===== src/rtl/game_sequencer_if.sv =====
// game_sequencer_if
//   Groups the signals exchanged between the breakout game sequencer and
//   the game datapath (painters, block_state, ball/paddle logic).
//   master : the sequencer. It consumes frame/datapath events and the select
//            button, and drives the phase and control outputs.
//   slave  : the datapath/top-level side. It mirrors the master.
//   Signals:
//     frame_pulse  one-cycle pulse per video frame
//     btn_select   raw asynchronous select button
//     ball_lost    level, ball passed below the paddle
//     block_hit    one-cycle pulse per destroyed block
//     blocks_empty level, no blocks remain
//     state        game phase (ATTRACT=0 .. GAMEOVER=5)
//     ball_hold / ball_freeze / ball_launch / paddle_en / blocks_reload
//     lives, level, score_bcd (three BCD digits)
interface game_sequencer_if;
  logic        frame_pulse;
  logic        btn_select;
  logic        ball_lost;
  logic        block_hit;
  logic        blocks_empty;
  logic [2:0]  state;
  logic        ball_hold;
  logic        ball_freeze;
  logic        ball_launch;
  logic        paddle_en;
  logic        blocks_reload;
  logic [1:0]  lives;
  logic [2:0]  level;
  logic [11:0] score_bcd;

  modport master (
    input  frame_pulse, btn_select, ball_lost, block_hit, blocks_empty,
    output state, ball_hold, ball_freeze, ball_launch, paddle_en,
           blocks_reload, lives, level, score_bcd
  );

  modport slave (
    output frame_pulse, btn_select, ball_lost, block_hit, blocks_empty,
    input  state, ball_hold, ball_freeze, ball_launch, paddle_en,
           blocks_reload, lives, level, score_bcd
  );
endinterface


===== src/rtl/game_sequencer.sv =====
// game_sequencer
//   Top-level breakout phase controller. It walks through the ATTRACT,
//   SERVE, PLAY, LOST, CLEARED and GAMEOVER phases. It owns lives, level
//   and a saturating three-digit BCD score, and it issues ball hold,
//   freeze and launch, paddle enable, and block-field reload controls.
//   All outputs are registered.
//   Ports:
//     clk   system clock
//     nRst  asynchronous active-low reset
//     bus   game_sequencer_if.master (events in, controls/status out)
module game_sequencer #(
  parameter int START_LIVES  = 3,
  parameter int SERVE_FRAMES = 60,
  parameter int PAUSE_FRAMES = 90
) (
  input  logic              clk,
  input  logic              nRst,
  game_sequencer_if.master  bus
);

  typedef enum logic [2:0] {
    ST_ATTRACT  = 3'd0,
    ST_SERVE    = 3'd1,
    ST_PLAY     = 3'd2,
    ST_LOST     = 3'd3,
    ST_CLEARED  = 3'd4,
    ST_GAMEOVER = 3'd5
  } state_t;

  localparam int MAX_FRAMES = (SERVE_FRAMES > PAUSE_FRAMES) ? SERVE_FRAMES : PAUSE_FRAMES;
  localparam int CW         = $clog2(MAX_FRAMES + 1);

  // Increments a 3-digit BCD value with decimal carry and saturates at 999.
  function automatic logic [11:0] bcd_inc(input logic [11:0] v);
    logic [11:0] r;
    r = v;
    if (v == 12'h999) begin
      r = v;
    end else if (v[3:0] != 4'd9) begin
      r[3:0] = v[3:0] + 4'd1;
    end else begin
      r[3:0] = 4'd0;
      if (v[7:4] != 4'd9) begin
        r[7:4] = v[7:4] + 4'd1;
      end else begin
        r[7:4]  = 4'd0;
        r[11:8] = v[11:8] + 4'd1;
      end
    end
    return r;
  endfunction

  state_t        state_r;
  state_t        state_nxt_s;
  logic          sync_meta_r;
  logic          sync_r;
  logic          sync_prev_r;
  logic          sel_edge_r;
  logic [CW-1:0] cnt_r;
  logic [1:0]    lives_r;
  logic [2:0]    level_r;
  logic [11:0]   score_r;
  logic          hold_r;
  logic          freeze_r;
  logic          launch_r;
  logic          paddle_r;
  logic          reload_r;

  logic          new_game_s;
  logic          level_up_s;
  logic          lose_life_s;
  logic          serve_done_s;
  logic          pause_done_s;
  logic          hit_s;
  logic          hold_nxt_s;
  logic          freeze_nxt_s;
  logic          paddle_nxt_s;
  logic          launch_nxt_s;
  logic          reload_nxt_s;

  // A timed phase ends on the frame pulse that brings the count to its limit.
  assign serve_done_s = bus.frame_pulse && (cnt_r == CW'(SERVE_FRAMES - 1));
  assign pause_done_s = bus.frame_pulse && (cnt_r == CW'(PAUSE_FRAMES - 1));
  // A hit is scored whenever the current phase is PLAY, including the exit cycle.
  assign hit_s        = bus.block_hit && (state_r == ST_PLAY);

  // Select button: two-flop synchronizer, then a registered rising-edge detector.
  always_ff @(posedge clk or negedge nRst) begin
    if (!nRst) begin
      sync_meta_r <= 1'b0;
      sync_r      <= 1'b0;
      sync_prev_r <= 1'b0;
      sel_edge_r  <= 1'b0;
    end else begin
      sync_meta_r <= bus.btn_select;
      sync_r      <= sync_meta_r;
      sync_prev_r <= sync_r;
      sel_edge_r  <= sync_r & ~sync_prev_r;
    end
  end

  // Phase state register.
  always_ff @(posedge clk or negedge nRst) begin
    if (!nRst) begin
      state_r <= ST_ATTRACT;
    end else begin
      state_r <= state_nxt_s;
    end
  end

  // Next-phase decision and the one-shot datapath actions tied to each transition.
  always_comb begin
    state_nxt_s = state_r;
    new_game_s  = 1'b0;
    level_up_s  = 1'b0;
    lose_life_s = 1'b0;
    case (state_r)
      ST_ATTRACT, ST_GAMEOVER: begin
        if (sel_edge_r) begin
          state_nxt_s = ST_SERVE;
          new_game_s  = 1'b1;
        end else begin
          state_nxt_s = state_r;
        end
      end
      ST_SERVE: begin
        if (sel_edge_r || serve_done_s) begin
          state_nxt_s = ST_PLAY;
        end else begin
          state_nxt_s = ST_SERVE;
        end
      end
      ST_PLAY: begin
        // Clearing the field wins over losing the ball in the same cycle.
        if (bus.blocks_empty) begin
          state_nxt_s = ST_CLEARED;
        end else if (bus.ball_lost) begin
          state_nxt_s = ST_LOST;
          lose_life_s = 1'b1;
        end else begin
          state_nxt_s = ST_PLAY;
        end
      end
      ST_LOST: begin
        if (pause_done_s) begin
          if (lives_r == 2'd0) begin
            state_nxt_s = ST_GAMEOVER;
          end else begin
            state_nxt_s = ST_SERVE;
          end
        end else begin
          state_nxt_s = ST_LOST;
        end
      end
      ST_CLEARED: begin
        if (pause_done_s) begin
          state_nxt_s = ST_SERVE;
          level_up_s  = 1'b1;
        end else begin
          state_nxt_s = ST_CLEARED;
        end
      end
      default: begin
        // Unused encodings 6 and 7 recover to ATTRACT.
        state_nxt_s = ST_ATTRACT;
      end
    endcase
  end

  // Next values of the phase-decoded controls, registered alongside the state.
  always_comb begin
    hold_nxt_s   = 1'b0;
    freeze_nxt_s = 1'b0;
    paddle_nxt_s = 1'b0;
    case (state_nxt_s)
      ST_SERVE: begin
        hold_nxt_s   = 1'b1;
        paddle_nxt_s = 1'b1;
      end
      ST_PLAY: begin
        paddle_nxt_s = 1'b1;
      end
      default: begin
        freeze_nxt_s = 1'b1;
      end
    endcase
    launch_nxt_s = (state_r == ST_SERVE) && (state_nxt_s == ST_PLAY);
    reload_nxt_s = new_game_s | level_up_s;
  end

  // Registered control outputs; the pulses line up with the first cycle of the new phase.
  always_ff @(posedge clk or negedge nRst) begin
    if (!nRst) begin
      hold_r   <= 1'b0;
      freeze_r <= 1'b1;
      paddle_r <= 1'b0;
      launch_r <= 1'b0;
      reload_r <= 1'b0;
    end else begin
      hold_r   <= hold_nxt_s;
      freeze_r <= freeze_nxt_s;
      paddle_r <= paddle_nxt_s;
      launch_r <= launch_nxt_s;
      reload_r <= reload_nxt_s;
    end
  end

  // Frame counter: restarts on every phase change and saturates instead of wrapping.
  always_ff @(posedge clk or negedge nRst) begin
    if (!nRst) begin
      cnt_r <= '0;
    end else if (state_nxt_s != state_r) begin
      cnt_r <= '0;
    end else if (bus.frame_pulse && (cnt_r != CW'(MAX_FRAMES))) begin
      cnt_r <= cnt_r + CW'(1);
    end else begin
      cnt_r <= cnt_r;
    end
  end

  // Lives: reloaded on a new game, decremented on entry to LOST.
  always_ff @(posedge clk or negedge nRst) begin
    if (!nRst) begin
      lives_r <= 2'(START_LIVES);
    end else if (new_game_s) begin
      lives_r <= 2'(START_LIVES);
    end else if (lose_life_s && (lives_r != 2'd0)) begin
      lives_r <= lives_r - 2'd1;
    end else begin
      lives_r <= lives_r;
    end
  end

  // Level: cleared on a new game, advanced (saturating at 7) when leaving CLEARED.
  always_ff @(posedge clk or negedge nRst) begin
    if (!nRst) begin
      level_r <= 3'd0;
    end else if (new_game_s) begin
      level_r <= 3'd0;
    end else if (level_up_s && (level_r != 3'd7)) begin
      level_r <= level_r + 3'd1;
    end else begin
      level_r <= level_r;
    end
  end

  // Score: cleared on a new game, otherwise held (including through GAMEOVER) except on hits.
  always_ff @(posedge clk or negedge nRst) begin
    if (!nRst) begin
      score_r <= 12'h000;
    end else if (new_game_s) begin
      score_r <= 12'h000;
    end else if (hit_s) begin
      score_r <= bcd_inc(score_r);
    end else begin
      score_r <= score_r;
    end
  end

  assign bus.state         = state_r;
  assign bus.ball_hold     = hold_r;
  assign bus.ball_freeze   = freeze_r;
  assign bus.ball_launch   = launch_r;
  assign bus.paddle_en     = paddle_r;
  assign bus.blocks_reload = reload_r;
  assign bus.lives         = lives_r;
  assign bus.level         = level_r;
  assign bus.score_bcd     = score_r;

endmodule

===== src/flat_wrapper.sv =====
// flat-port wrapper written by rule: the top's interface ports become plain ports
module game_sequencer_flat 
#(
  parameter int START_LIVES  = 3,
  parameter int SERVE_FRAMES = 60,
  parameter int PAUSE_FRAMES = 90
)
  (clk, nRst, bus_frame_pulse, bus_btn_select, bus_ball_lost, bus_block_hit, bus_blocks_empty, bus_state, bus_ball_hold, bus_ball_freeze, bus_ball_launch, bus_paddle_en, bus_blocks_reload, bus_lives, bus_level, bus_score_bcd);
  game_sequencer_if bus_i ();
  input  logic clk;
  input  logic nRst;
  input wire logic [$bits(bus_i.frame_pulse)-1:0] bus_frame_pulse;
  input wire logic [$bits(bus_i.btn_select)-1:0] bus_btn_select;
  input wire logic [$bits(bus_i.ball_lost)-1:0] bus_ball_lost;
  input wire logic [$bits(bus_i.block_hit)-1:0] bus_block_hit;
  input wire logic [$bits(bus_i.blocks_empty)-1:0] bus_blocks_empty;
  output wire logic [$bits(bus_i.state)-1:0] bus_state;
  output wire logic [$bits(bus_i.ball_hold)-1:0] bus_ball_hold;
  output wire logic [$bits(bus_i.ball_freeze)-1:0] bus_ball_freeze;
  output wire logic [$bits(bus_i.ball_launch)-1:0] bus_ball_launch;
  output wire logic [$bits(bus_i.paddle_en)-1:0] bus_paddle_en;
  output wire logic [$bits(bus_i.blocks_reload)-1:0] bus_blocks_reload;
  output wire logic [$bits(bus_i.lives)-1:0] bus_lives;
  output wire logic [$bits(bus_i.level)-1:0] bus_level;
  output wire logic [$bits(bus_i.score_bcd)-1:0] bus_score_bcd;
  assign bus_i.frame_pulse = bus_frame_pulse;
  assign bus_i.btn_select = bus_btn_select;
  assign bus_i.ball_lost = bus_ball_lost;
  assign bus_i.block_hit = bus_block_hit;
  assign bus_i.blocks_empty = bus_blocks_empty;
  assign bus_state = bus_i.state;
  assign bus_ball_hold = bus_i.ball_hold;
  assign bus_ball_freeze = bus_i.ball_freeze;
  assign bus_ball_launch = bus_i.ball_launch;
  assign bus_paddle_en = bus_i.paddle_en;
  assign bus_blocks_reload = bus_i.blocks_reload;
  assign bus_lives = bus_i.lives;
  assign bus_level = bus_i.level;
  assign bus_score_bcd = bus_i.score_bcd;
  game_sequencer #(.START_LIVES(START_LIVES), .SERVE_FRAMES(SERVE_FRAMES), .PAUSE_FRAMES(PAUSE_FRAMES)) u_core (.clk(clk), .nRst(nRst), .bus(bus_i));
endmodule

===== config.mk =====
export PLATFORM = sky130hd
export DESIGN_NAME = game_sequencer_flat
export DESIGN_NICKNAME = d
export VERILOG_FILES = /design/src/rtl/game_sequencer_if.sv /design/src/rtl/game_sequencer.sv /design/src/flat_wrapper.sv
export SDC_FILE = /design/constraint.sdc
export NUM_CORES = 1
export LEC_CHECK = 0
export CAP_MARGIN = 20
export CORE_MARGIN = 4
export CORE_UTILIZATION = 27
export CTS_BUF_LIST = sky130_fd_sc_hd__clkbuf_8
export CTS_CLUSTER_SIZE = 14
export DETAILED_ROUTE_END_ITERATION = 6
export GPL_TIMING_DRIVEN = 0
export PLACE_DENSITY_LB_ADDON = 0.25
export SLEW_MARGIN = 25
export SYNTH_ARGS = -nofsm -noshare
export SYNTH_HDL_FRONTEND = slang
export SYNTH_SLANG_ARGS = --single-unit

===== constraint.sdc =====
create_clock -name clk -period 2.8 [get_ports clk]
set_input_delay 0.56 -clock clk [delete_from_list [all_inputs] [get_ports clk]]
set_output_delay 0.56 -clock clk [all_outputs]
set_load 0.02 [all_outputs]

---- Word-level counts from Yosys, hierarchy flattened ----
Cells that the tools add are included.
Widths: inputs -> output; s select.
word-level totals
  register bits ........................... 36
  input port bits ......................... 7
  output and inout port bits .............. 25
  logic and storage cells ................. 94
cells by class
  add/subtract/negate cells ............... 6
  eq/ne operators ......................... 18
  muxes and demuxes ....................... 31
  bitwise operators ....................... 3
  reductions and logical operators ........ 20
operators by type and width
  cell                  count
  $mux 12               3
  $mux 3                7
  $pmux 3 s5            1
  $mux 7                2
  $add 4x1->4 const B   3
  $eq 12x12->1 const B  1
  $mux 4                3
  $mux 1                11
  $reduce_bool 2->1     5
  $eq 3x2->1 const B    3
  $mux 8                1
  $ne 4x4->1 const B    2
  $add 7x1->7 const B   1
  $eq 7x6->1 const B    1
  $eq 7x7->1 const B    1
  $logic_and 1x1->1     7
  $ne 7x7->1 const B    1
  $eq 3x1->1 const B    2
  $eq 3x3->1 const B    2
  $mux 2                3
  $ne 2x1->1 const B    3
  $reduce_and 4->1      1
  $reduce_or 2->1       2
  $add 3x1->3 const B   1
  other kinds (11)      11

---- Depth between registers and ports, before layout ----
Gate-level depths: netlist of run 1.
  depth after elaboration ................. 8
  mapped depth ............................ 7
  gate-level depth less buffers ........... 7

---- Worst setup path after synthesis of run 1 ----
No wires, ideal clock.
  path type ............................... flip-flop to flip-flop
  start ................................... register u_core.cnt_r[1]
  end ..................................... register u_core.cnt_r[2]
  setup time .............................. 78 ps
  arrival ................................. 1,807 ps
  required time ........................... 2,722 ps
  setup slack ............................. 915 ps
  stages on the path, launching flop included .. 8
  path buffers ............................ 0
  period minus slack after synthesis ...... 1,885 ps
  path through ............................ dfrtp_1 -> inv_1 -> ha_1 -> and4_1 -> a21oi_2 -> o311a_1 -> nor4_4 -> a21boi_1
between the ends
  cells in the longest elaborated chain, start to end .. 7
ends and longest elaborated chain
  item                                         RTL line               text
  start, declared                              game_sequencer.sv:59   logic [CW-1:0] cnt_r;
  start signal, assigned                       game_sequencer.sv:215  cnt_r <= cnt_r + CW'(1);
  start signal, assigned                       game_sequencer.sv:217  cnt_r <= cnt_r;
  $eq 7x6->1                                   game_sequencer.sv:82   assign serve_done_s = bus.frame_pulse && (cnt_r == CW'(SERVE_FRAMES - 1));
  $logic_and 1x1->1                            game_sequencer.sv:82
  $logic_or 1x1->1                             game_sequencer.sv:127  if (sel_edge_r || serve_done_s) begin
  $mux 2                                       game_sequencer.sv:127
  $pmux 3 s5                                   game_sequencer.sv:117  case (state_r)
  $ne 3x3->1                                   game_sequencer.sv:212  end else if (state_nxt_s != state_r) begin
  $mux 7 or $reduce_bool 2->1 (tied branches)  -
Several ways; a longest one is shown, not always the timed one. The select of a mux whose other input is x is not followed.
A chain may end at the register's enable or synchronous reset.

---- Worst setup path after layout of run 1 ----
  start ................................... input bus_frame_pulse
  end ..................................... register u_core.cnt_r[2]
between the ends
  cells in the longest elaborated chain, start to end .. 6
ends and longest elaborated chain
  item                                         RTL line               text
  start, declared                              flat_wrapper.sv:12     input wire logic [$bits(bus_i.frame_pulse)-1:0] bus_frame_pulse;
  $logic_and 1x1->1                            game_sequencer.sv:82
  $logic_or 1x1->1                             game_sequencer.sv:127
  $mux 2                                       game_sequencer.sv:127
  $pmux 3 s5                                   game_sequencer.sv:117
  $ne 3x3->1                                   game_sequencer.sv:212
  $mux 7 or $reduce_bool 2->1 (tied branches)  -
Several ways; a longest one is shown, not always the timed one.

==> results.json, run 1 <==
{
  "yosys-top-cells-count": "dfrtp_1 (33), nor2_1 (18), nand2_1 (15)",
  "ys_warn_count": 0,
  "syn_inst": 190,
  "worstPathCellList": "clkdlybuf4s50_1 -> and4_1 -> a21oi_2 -> o311a_1 -> nor4_4 -> a21boi_1",
  "timing.fmax_mhz": 416,
  "slowest_stage": "clkdlybuf4s50_1",
  "cp.arrival_ns": 2.62,
  "cts_resized": 0,
  "syn_to_final_growth_pct": 27.6,
  "rsz0062_at_grt": "no",
  "grt_antenna_before_repair": 0,
  "cp.required_ns": 3.01,
  "power.density_nw_per_um2": 730,
  "min_path_type": "in2async",
  "initial_utilization_pct": 28.3,
  "grt_pass1_vias": 1476,
  "htreeDepth": 2,
  "ios": 32,
  "status": "finished clean",
  "final_nets": 244,
  "worstMarginPinSlew_ns": 0.492,
  "synthMuxAreaShare_pct": 1.54,
  "synth.top_cells.by_area": "dfrtp_1 (42%), ha_1 (5.1%), dfstp_2 (4.0%), xnor2_1 (3.6%), nor2_1 (3.5%)",
  "clockRootBuffer": "clkbuf_8",
  "synth_edf_count": 0,
  "synth-simple-area-share_pct": 28.1,
  "grt_pass1_wl_um": 7220,
  "cts_tree": "built",
  "power_leakage_uw": 0.00104,
  "hold_buffers": 0,
  "avgSynthCellArea_um2": 10.3,
  "final_util_pct": 36.1,
  "critical_path_buf_inv_count": 1,
  "place_ws_ns": 0.0626,
  "critPathCaptureType": "flip-flop",
  "final_max_slew_viol_count": 0,
  "ir_worst_vdd_mv": 0.496,
  "firstDrtPassIters": 4,
  "wl_per_cell_um": 13.4,
  "hold_viol_final": 0,
  "min_period_ns": 2.41,
  "port_buffers": 31,
  "die_x_um": 93.0,
  "max_stage_delay_ns": 0.56,
  "cp_max_fo": 7,
  "crit_type": "in2reg",
  "synth_top_family_by_area": "simple AND/OR/NAND/NOR gates",
  "track_usage_pct": 10.6,
  "drt_iter0_drc": 107,
  "total_power_uw": 1820,
  "max-cap-violations": 0,
  "clk_path_buf_depth": 2,
  "die_y_um": 93.0,
  "vias_per_cell": 4.67,
  "drc": 0,
  "dp_hpwl_um": 3200,
  "drt-total-wl_um": 4370,
  "ant_nets": 0,
  "synth-seq-area-share_pct": 46.3,
  "rows": 30,
  "fillers": 732,
  "clkTransAtPathRegs_ns": 0.08,
  "clkLatencyLatePin_ns": 0.29,
  "gp_congestion": 0.800,
  "final.setup.worst_slack_ns": 0.395,
  "drive_gt1_share_pct": 8.70,
  "tns_ns": 0,
  "antenna_cells": 0,
  "yosysUniqueCellTypes": 54,
  "relSlewSlack_pct": 67.1,
  "syn-num-nets": 205,
  "fin_crit_sh_pct": 85.9,
  "synthesis.area_um2": 1950,
  "cts_buffers": 5,
  "synth_fa_ha_area_share_pct": 5.13,
  "async_flop_share_pct": 100,
  "coreArea_um2": 6910,
  "finalClockSkew_ns": 0.0104,
  "synth-compound-area-share_pct": 10.5,
  "vias": 1522,
  "start_kind": "input port",
  "post_cts_buffers": 0,
  "synth_xor_area_share_pct": 5.83,
  "yosys_most_used_dff": "dfrtp_1",
  "crit_family": "simple AND/OR/NAND/NOR gates",
  "yosysMostFrequentCell": "dfrtp_1",
  "yosys_register_bits": 36,
  "finalSetupViolations": 0,
  "clock-sinks": 36,
  "overflow": 0,
  "dieArea_um2": 8650,
  "synth_top_area_share_pct": 42.3,
  "grt_max_degree": 22,
  "synth_area_leader_cell": "dfrtp_1"
}
## where the power goes
group	internal, µW	total [µW]	switching [µW]
sequential	622	705	82.8
combinational	332	748	416
clock	171	365	194
## flip-flops by register name, summed over array words and instances (netlist names)
register and cells:
u_core.cnt_r 7, u_core.sync_meta_r 1, u_core.bus.ball_launch 1, u_core.bus.level 3
u_core.bus.ball_hold 1, u_core.bus.blocks_reload 1, u_core.sync_r 1, u_core.bus.paddle_en 1
u_core.bus.lives 2, u_core.sync_prev_r 1, u_core.bus.state 3, u_core.bus.score_bcd 12
u_core.bus.ball_freeze 1, u_core.sel_edge_r 1
## worst paths after layout
path                                    start                        to  cells past startpoint  slack, ns
setup / recovery              bus_frame_pulse           u_core.cnt_r[2]                      6       0.39
hold / removal                           nRst  u_core.bus.score_bcd[11]                      1       0.19
hold reg to reg            u_core.sync_meta_r             u_core.sync_r                      0       0.36
max in group asynchronous                nRst    u_core.bus.ball_freeze                      2       2.07
setup reg to reg              u_core.cnt_r[1]           u_core.cnt_r[2]                      7       0.62
min in group clk           u_core.sync_meta_r             u_core.sync_r                      0       0.36
## per-stage QoR
step	area, µm²	cells	hold slack (ns)
after floorplan	1950	190	0.264
after global placement	2380	317	0.333
after detailed placement	2400	318	0.341
after CTS	2490	326	0.208
after global routing	2490	326	0.221
final	2490	326	0.192
## cell families (layout without fill, tap and decap cells)
family,Yosys count,in the layout
simple gates,88,88
flops,36,36
fa+ha+maj,8,8
mux,3,3
compound gates,29,29
buf+inv,13,53
xor+xnor,13,13
## final cells by class
class | count | area [µm²] | share of cell area (%)
multi-input cells | 141 | 997 | 40.1
repair buffers | 32 | 333 | 13.4
flip-flops and latches | 36 | 905 | 36.3
well taps | 96 | 120 | 4.82
inverters | 8 | 30.0 | 1.21
clock buffers | 5 | 68.8 | 2.76
plain buffers | 5 | 20.0 | 0.804
clock inverters | 3 | 16.3 | 0.653
## layer usage
layer  track usage, %  up-vias  share of wire, %
met2             16.4       26                47
met4             3.66        0               1.6
met3             2.82        4               4.2
met5                0        -                 0
li1                 -      749                 -
met1             14.2      743                48
## cell usage in the layout (no fill, tap or decap), types with 2 or more instances in the layout
cell type	synthesis	routed
clkbuf_1	4	4
clkbuf_8	0	5
mux2i_1	3	3
or3_1	3	3
and2_1	8	8
xor2_1	5	5
a21oi_1	6	6
dfstp_2	3	3
nand2_1	15	15
nor3_1	2	2
and4_1	2	2
nand3b_1	3	3
nor2b_1	6	6
buf_2	1	2
dfrtp_1	33	33
nor4_1	2	2
nor2_1	18	18
and4bb_2	2	2
inv_1	8	10
xnor2_1	8	8
nor3b_1	2	2
o31ai_1	4	4
ha_1	8	8
nand2b_1	5	5
clkdlybuf4s50_1	0	30
nand4_1	6	6
a211oi_1	2	2
o21ai_0	3	3
No activity file was read; power rests on OpenSTA's default activity.
==> run 2: changes to the inputs <==
Clock period 2.8 ns to 2.9 ns, I/O delays scaled along.
==> results of run 2 <==
The final DEF is identical to that of run 1. Status: finished clean.
Main changes from that run: setup slack after placement 0.0626 ns -> 0.143 ns; setup slack after layout 0.395 ns -> 0.475 ns; hold slack 0.192 ns -> 0.212 ns; register-to-register setup slack 0.62 ns -> 0.72 ns; total power 1820 µW -> 1750 µW; worst IR drop on VDD 0.496 mV -> 0.479 mV
==> RTL change 1: new RTL, flow settings as in run 2 <==
Make the reset (`nRst`) synchronous in 7 clocked blocks. Comments in the files are not updated.
--- a/src/rtl/game_sequencer.sv
+++ b/src/rtl/game_sequencer.sv
@@ -87,3 +87,3 @@
   // Select button: two-flop synchronizer, then a registered rising-edge detector.
-  always_ff @(posedge clk or negedge nRst) begin
+  always_ff @(posedge clk) begin
     if (!nRst) begin
@@ -102,3 +102,3 @@
   // Phase state register.
-  always_ff @(posedge clk or negedge nRst) begin
+  always_ff @(posedge clk) begin
     if (!nRst) begin
@@ -191,3 +191,3 @@
   // Registered control outputs; the pulses line up with the first cycle of the new phase.
-  always_ff @(posedge clk or negedge nRst) begin
+  always_ff @(posedge clk) begin
     if (!nRst) begin
@@ -208,3 +208,3 @@
   // Frame counter: restarts on every phase change and saturates instead of wrapping.
-  always_ff @(posedge clk or negedge nRst) begin
+  always_ff @(posedge clk) begin
     if (!nRst) begin
@@ -221,3 +221,3 @@
   // Lives: reloaded on a new game, decremented on entry to LOST.
-  always_ff @(posedge clk or negedge nRst) begin
+  always_ff @(posedge clk) begin
     if (!nRst) begin
@@ -234,3 +234,3 @@
   // Level: cleared on a new game, advanced (saturating at 7) when leaving CLEARED.
-  always_ff @(posedge clk or negedge nRst) begin
+  always_ff @(posedge clk) begin
     if (!nRst) begin
@@ -247,3 +247,3 @@
   // Score: cleared on a new game, otherwise held (including through GAMEOVER) except on hits.
-  always_ff @(posedge clk or negedge nRst) begin
+  always_ff @(posedge clk) begin
     if (!nRst) begin
Function: differs if nRst is asserted again (counterexample within 10 cycles, from zero or initial values and one cycle with nRst low); with nRst held inactive, the same outputs for 10 cycles.
==> RTL change 1 against run 2 <==
- final area decreased by 5.0%
- critical path type unchanged
- fmax increased by 9.7%
- critical endpoint is now u_core.bus.ball_launch
- sequential cell count unchanged
- register-to-register slack improved by 0.21 ns
- largest cell class unchanged
- hold slack improved by 0.17 ns
- wire length decreased by 4.3%
- highest routed layer unchanged
- cell count decreased by 1.8%
- non-clock buffer count increased by 1
- global-route usage increased by 0.15 points
- area after synthesis decreased by 4.5%
- setup slack improved by 0.21 ns
Power is not compared: it rests on default switching activity, and its combinational part moved more than twofold at a synthesized area within 25%.
==> RTL change 1: results (changes against run 2) <==
Power
For the combinational group, total power comes out at 0.107 mW.

Placed design
The placed instance area is 2270 µm² (-5.4%). The routability congestion estimate is 0.751 (-6.2%). The post-place setup slack is 0.396 ns (+0.254 ns). The half-perimeter wire length after detailed placement is 3100 µm (-3.0%).

Synth
The sequential-to-total area share from yosys stat is 38.7% (-7.7 points). The post-synthesis async set-or-reset flop share is 0% (-100 points). Ranked by total cell area, the synthesized netlist is headed by dfxtp_1, ha_1, nor2_1, xnor2_1, a21oi_1.

In the synthesized netlist, the cells that appear most often are dfxtp_1, nor2_1, inv_1. The number of distinct library cell variants in the gate-level netlist after synthesis is 53 (-1.9%).

CTS
The clock latency on the worst-skew pair is 0.28 ns. Clock tree synthesis selected as its root buffer the cell clkbuf_8.

Outcome
The flow ran to the end, and the final reports show no timing, DRC or antenna violations.

Cells and area
The fill cell total of the finished layout is 705 (-3.7%). The layout net count is 254 (+4.1%). The fraction of layout cells with a size suffix above 1 is 9.17% (+0.47 points).

Worst setup path
The highest fanout seen on the critical path came to 10 (+3). The largest stage delay on the critical path is 0.59 ns (+0.03 ns). The data arrival time at the worst-slack endpoint is 2.39 ns (-0.25 ns).

Drt
The starting DRC count in detailed routing is 68 (-36%). The average via count per standard cell was 5.01 (+7.2%). The met1 wire length is 1920 µm (-7.6%). The amount of wire on met2 after detailed routing was 2030 µm (about the same). The routed wire length came to 4180 µm (-4.3%). The met3 wire length is 160 µm (-14%).

GRT
The met3 capacity usage during global routing was 2.65% (-0.16 points). The number of global-route vias before repair is 1589 (+7.7%). The global-route met1 utilization is 12.9% (-1.3 points).

The largest net degree at the start of global routing is 11 (-50%). The met2 track demand over resource came to 18.5% (+2.1 points). The wire length of the first global-routing pass was 7330 µm (+1.5%). The aggregate global-route resource usage is 10.7% (+0.15 points).

Timing
The relative slew slack is 56.6% (-11 points). The worst-case clock skew was 0.00325 ns (-0.00716 ns).

Min path
The type of the most critical hold path is flip-flop to flip-flop.
-- RTL change 1: cell types whose count changed after synthesis, sizes merged, moves of 5 or more --
cell	before	now
nand2	15	8
o21ai	3	9
dfxtp	0	36
nor3	2	8
dfrtp	33	0
and2	8	3
-- RTL change 1: critical path, delay by kind of cell --
kind | cells | cell delay [ns]
AO/OA/AOI/OAI | 1 | 0.34
buffers and inverters | 1 | 0.59
AND/OR/NAND/NOR | 3 | 0.87
-- RTL change 1: metrics by stage --
stage          total power, mW  utilization (%)  std cells
6_report                 0.986             35.0        320
5_1_grt                   1.04             35.0        320
4_1_cts                   1.01             35.0        320
3_5_place_dp             0.639             33.7        312
3_3_place_gp             0.639             33.7        312
2_1_floorplan            0.594                -        201
-- RTL change 1: cell type report --
type,instances,area share (%)
Sequential cell,36,30.5
Inverter,12,1.90
Timing Repair Buffer,31,13.1
Clock buffer,6,3.49
Multi-Input combinational cell,146,45.0
Clock inverter,2,0.317
Buffer,7,1.48
Tap cell,80,4.23
-- RTL change 1: kinds of logic (layout without fill, tap and decap cells) --
logic type,count (synthesis),in the layout,share of synthesized area [%]
XOR/XNOR,12,12,5.64
multiplexers,4,4,2.21
flip-flops,36,36,38.7
buffers and inverters,19,58,4.30
adder cells (fa/ha/maj),8,8,5.37
AO/OA/AOI/OAI,42,42,17.2
AND/OR/NAND/NOR,80,80,26.6
-- RTL change 1: path summary, 6_finish.rpt --
| check | slack, ns | startpoint | end | depth (start not counted) |
|---|---|---|---|---|
| max | 0.69 | bus_frame_pulse | u_core.bus.ball_launch | 5 |
| max reg2reg | 0.93 | u_core.cnt_r[1] | u_core.bus.ball_launch | 6 |
| min | 0.39 | u_core.sync_prev_r | u_core.sel_edge_r | 1 |
| min reg2reg | 0.39 | u_core.sync_prev_r | u_core.sel_edge_r | 1 |
==> RTL change 2: new RTL, flow settings as in run 2 <==
Made on the original files. `SERVE_FRAMES` is set to 60 in 2 places; all go to 120.
--- a/src/rtl/game_sequencer.sv
+++ b/src/rtl/game_sequencer.sv
@@ -12,3 +12,3 @@
   parameter int START_LIVES  = 3,
-  parameter int SERVE_FRAMES = 60,
+  parameter int SERVE_FRAMES = 120,
   parameter int PAUSE_FRAMES = 90
--- a/src/flat_wrapper.sv
+++ b/src/flat_wrapper.sv
@@ -4,3 +4,3 @@
   parameter int START_LIVES  = 3,
-  parameter int SERVE_FRAMES = 60,
+  parameter int SERVE_FRAMES = 120,
   parameter int PAUSE_FRAMES = 90
Formal check against the unedited RTL: same outputs for any inputs over 10 cycles, from zero or initial values and one cycle with nRst low; that may be too few to reach the edited logic, so the function may still have changed.
==> RTL change 2 against run 2 <==
- non-clock buffer count grew 1
- register-to-register slack better by 0.07 ns
- first-iteration DRC count is 82% lower
- cell count shrank 0.31%
- area after synthesis decreased by 0.26%
- final area up 0.10%
- clock power rose by 7.1%
- combinational power increased by 5.1%
- sequential cell count unchanged
- setup slack better by 0.090 ns
- power is 1.8% higher
- wire length down 3.5%
- highest routed layer unchanged
==> RTL change 2: results (changes against run 2) <==
Synth
The number of distinct library cell variants in the gate-level netlist after synthesis is 49 (-9.3%). The number of nets produced by synthesis is 204 (-0.49%). By count the netlist is led by dfrtp_1, nor2_1, nand2_1. The xor-xnor portion of the synthesized cell area was 6.30% (+0.46 points).

The sequential-to-total area share from yosys stat came to 46.5% (+0.12 points). The post-synthesis share of cell area spent on full adders, half adders and majority gates is 5.14% (+0.013 points). The post-synthesis mux area share is 3.86% (+2.3 points).

The complex-gate fraction of the synthesized area is 11.0% (+0.48 points). Ranked by total cell area, the synthesized netlist is headed by dfrtp_1, ha_1, dfstp_2, xor2_1, nor2_1.

Placed design
The half-perimeter wire length after detailed placement is 2990 µm (-6.6%). The routability congestion estimate is 0.749 (-6.4%). The post-place setup slack is 0.260 ns (+0.118 ns). The number of instances in the placed design is 317 (-0.31%).

Worst setup path
The critical-path cell with the highest stage delay is clkdlybuf4s50_1. The largest stage delay on the critical path was 0.61 ns (+0.05 ns). The data arrival time at the worst-slack endpoint came to 2.50 ns (-0.14 ns).

GRT
The aggregate global-route resource usage is 10.4% (-0.21 points). The met2 track demand over resource is 16.5% (+0.12 points). The largest net degree at the start of global routing is 20 (-9.1%). The wire length of the first global-routing pass came to 7040 µm (-2.4%). The number of global-route vias before repair is 1422 (-3.7%).

Drt
The routed wire length is 4220 µm (-3.5%). The met3 wire length is 164 µm (-11%). The met1 wire length is 2050 µm (-1.3%). The starting DRC count in detailed routing is 19 (-82%). The average wire per standard cell is 13.0 µm (-3.2%).

The amount of wire on met2 after detailed routing is 1920 µm (-5.6%). The average via count per standard cell is 4.58 (-2.0%).

Cells and area
The fill cell total of the finished layout was 743 (+1.5%). The layout net count is 243 (-0.41%). The fraction of layout cells with a size suffix above 1 is 12.2% (+3.5 points).

Power
The share of total power consumed by net switching is 38.0% (-0.11 points). The static leakage power is 1.10 nW (+5.6%). The worst-case vdd ir drop is 228 µV (-52%).

Outcome
The run finished with clean final reports.

Timing
The worst-case clock skew is 0.00761 ns (-0.00279 ns).
[RTL change 2: changes by cell type after synthesis, moves of 3 or more]
cell / delta
xnor2_1: -3
nand3_1: +3
buf_2: +3
nor3_1: +8
nand2_1: -3
and2_1: -6
xor2_1: +4
[RTL change 2: kinds of logic (layout without fill, tap and decap cells)]
group / count (synthesis) / after routing
buffers and inverters: 15 / 55
and+or+nand+nor: 82 / 82
adders and majority gates: 8 / 8
muxes: 6 / 6
DFF: 36 / 36
AOI/OAI and AO/OA: 28 / 28
xor gates and xnor gates: 14 / 14
[RTL change 2: final timing paths]
| path | slack (ns) | start | endpoint |
|---|---|---|---|
| worst max register to register | 0.79 | u_core.cnt_r[1] | u_core.cnt_r[6] |
| worst min-delay path | 0.24 | nRst | u_core.bus.score_bcd[1] |
| min in group clk | 0.35 | u_core.sync_meta_r | u_core.sync_r |
| worst min register to register | 0.35 | u_core.sync_meta_r | u_core.sync_r |
| worst max-delay path | 0.56 | bus_frame_pulse | u_core.cnt_r[6] |
| max in group asynchronous | 2.20 | nRst | u_core.sync_meta_r |
[RTL change 2: layout make-up]
cell class                      count  area share (%)
Buffer                              6            1.10
Clock buffer                        6            3.31
Clock inverter                      2           0.402
Inverter                            9            1.36
Multi-Input combinational cell    138            39.4
Sequential cell                    36            36.3
Tap cell                           96            4.82
Timing Repair Buffer               32            13.4
[RTL change 2: power by group through the flow]
stage	sequential, mW	combinational, mW	clock [mW]
6_report	0.651	0.759	0.377
5_1_grt	0.664	0.835	0.419
4_1_cts	0.651	0.772	0.397
3_5_place_dp	0.660	0.769	0
3_3_place_gp	0.658	0.762	0
2_1_floorplan	0.736	0.430	0
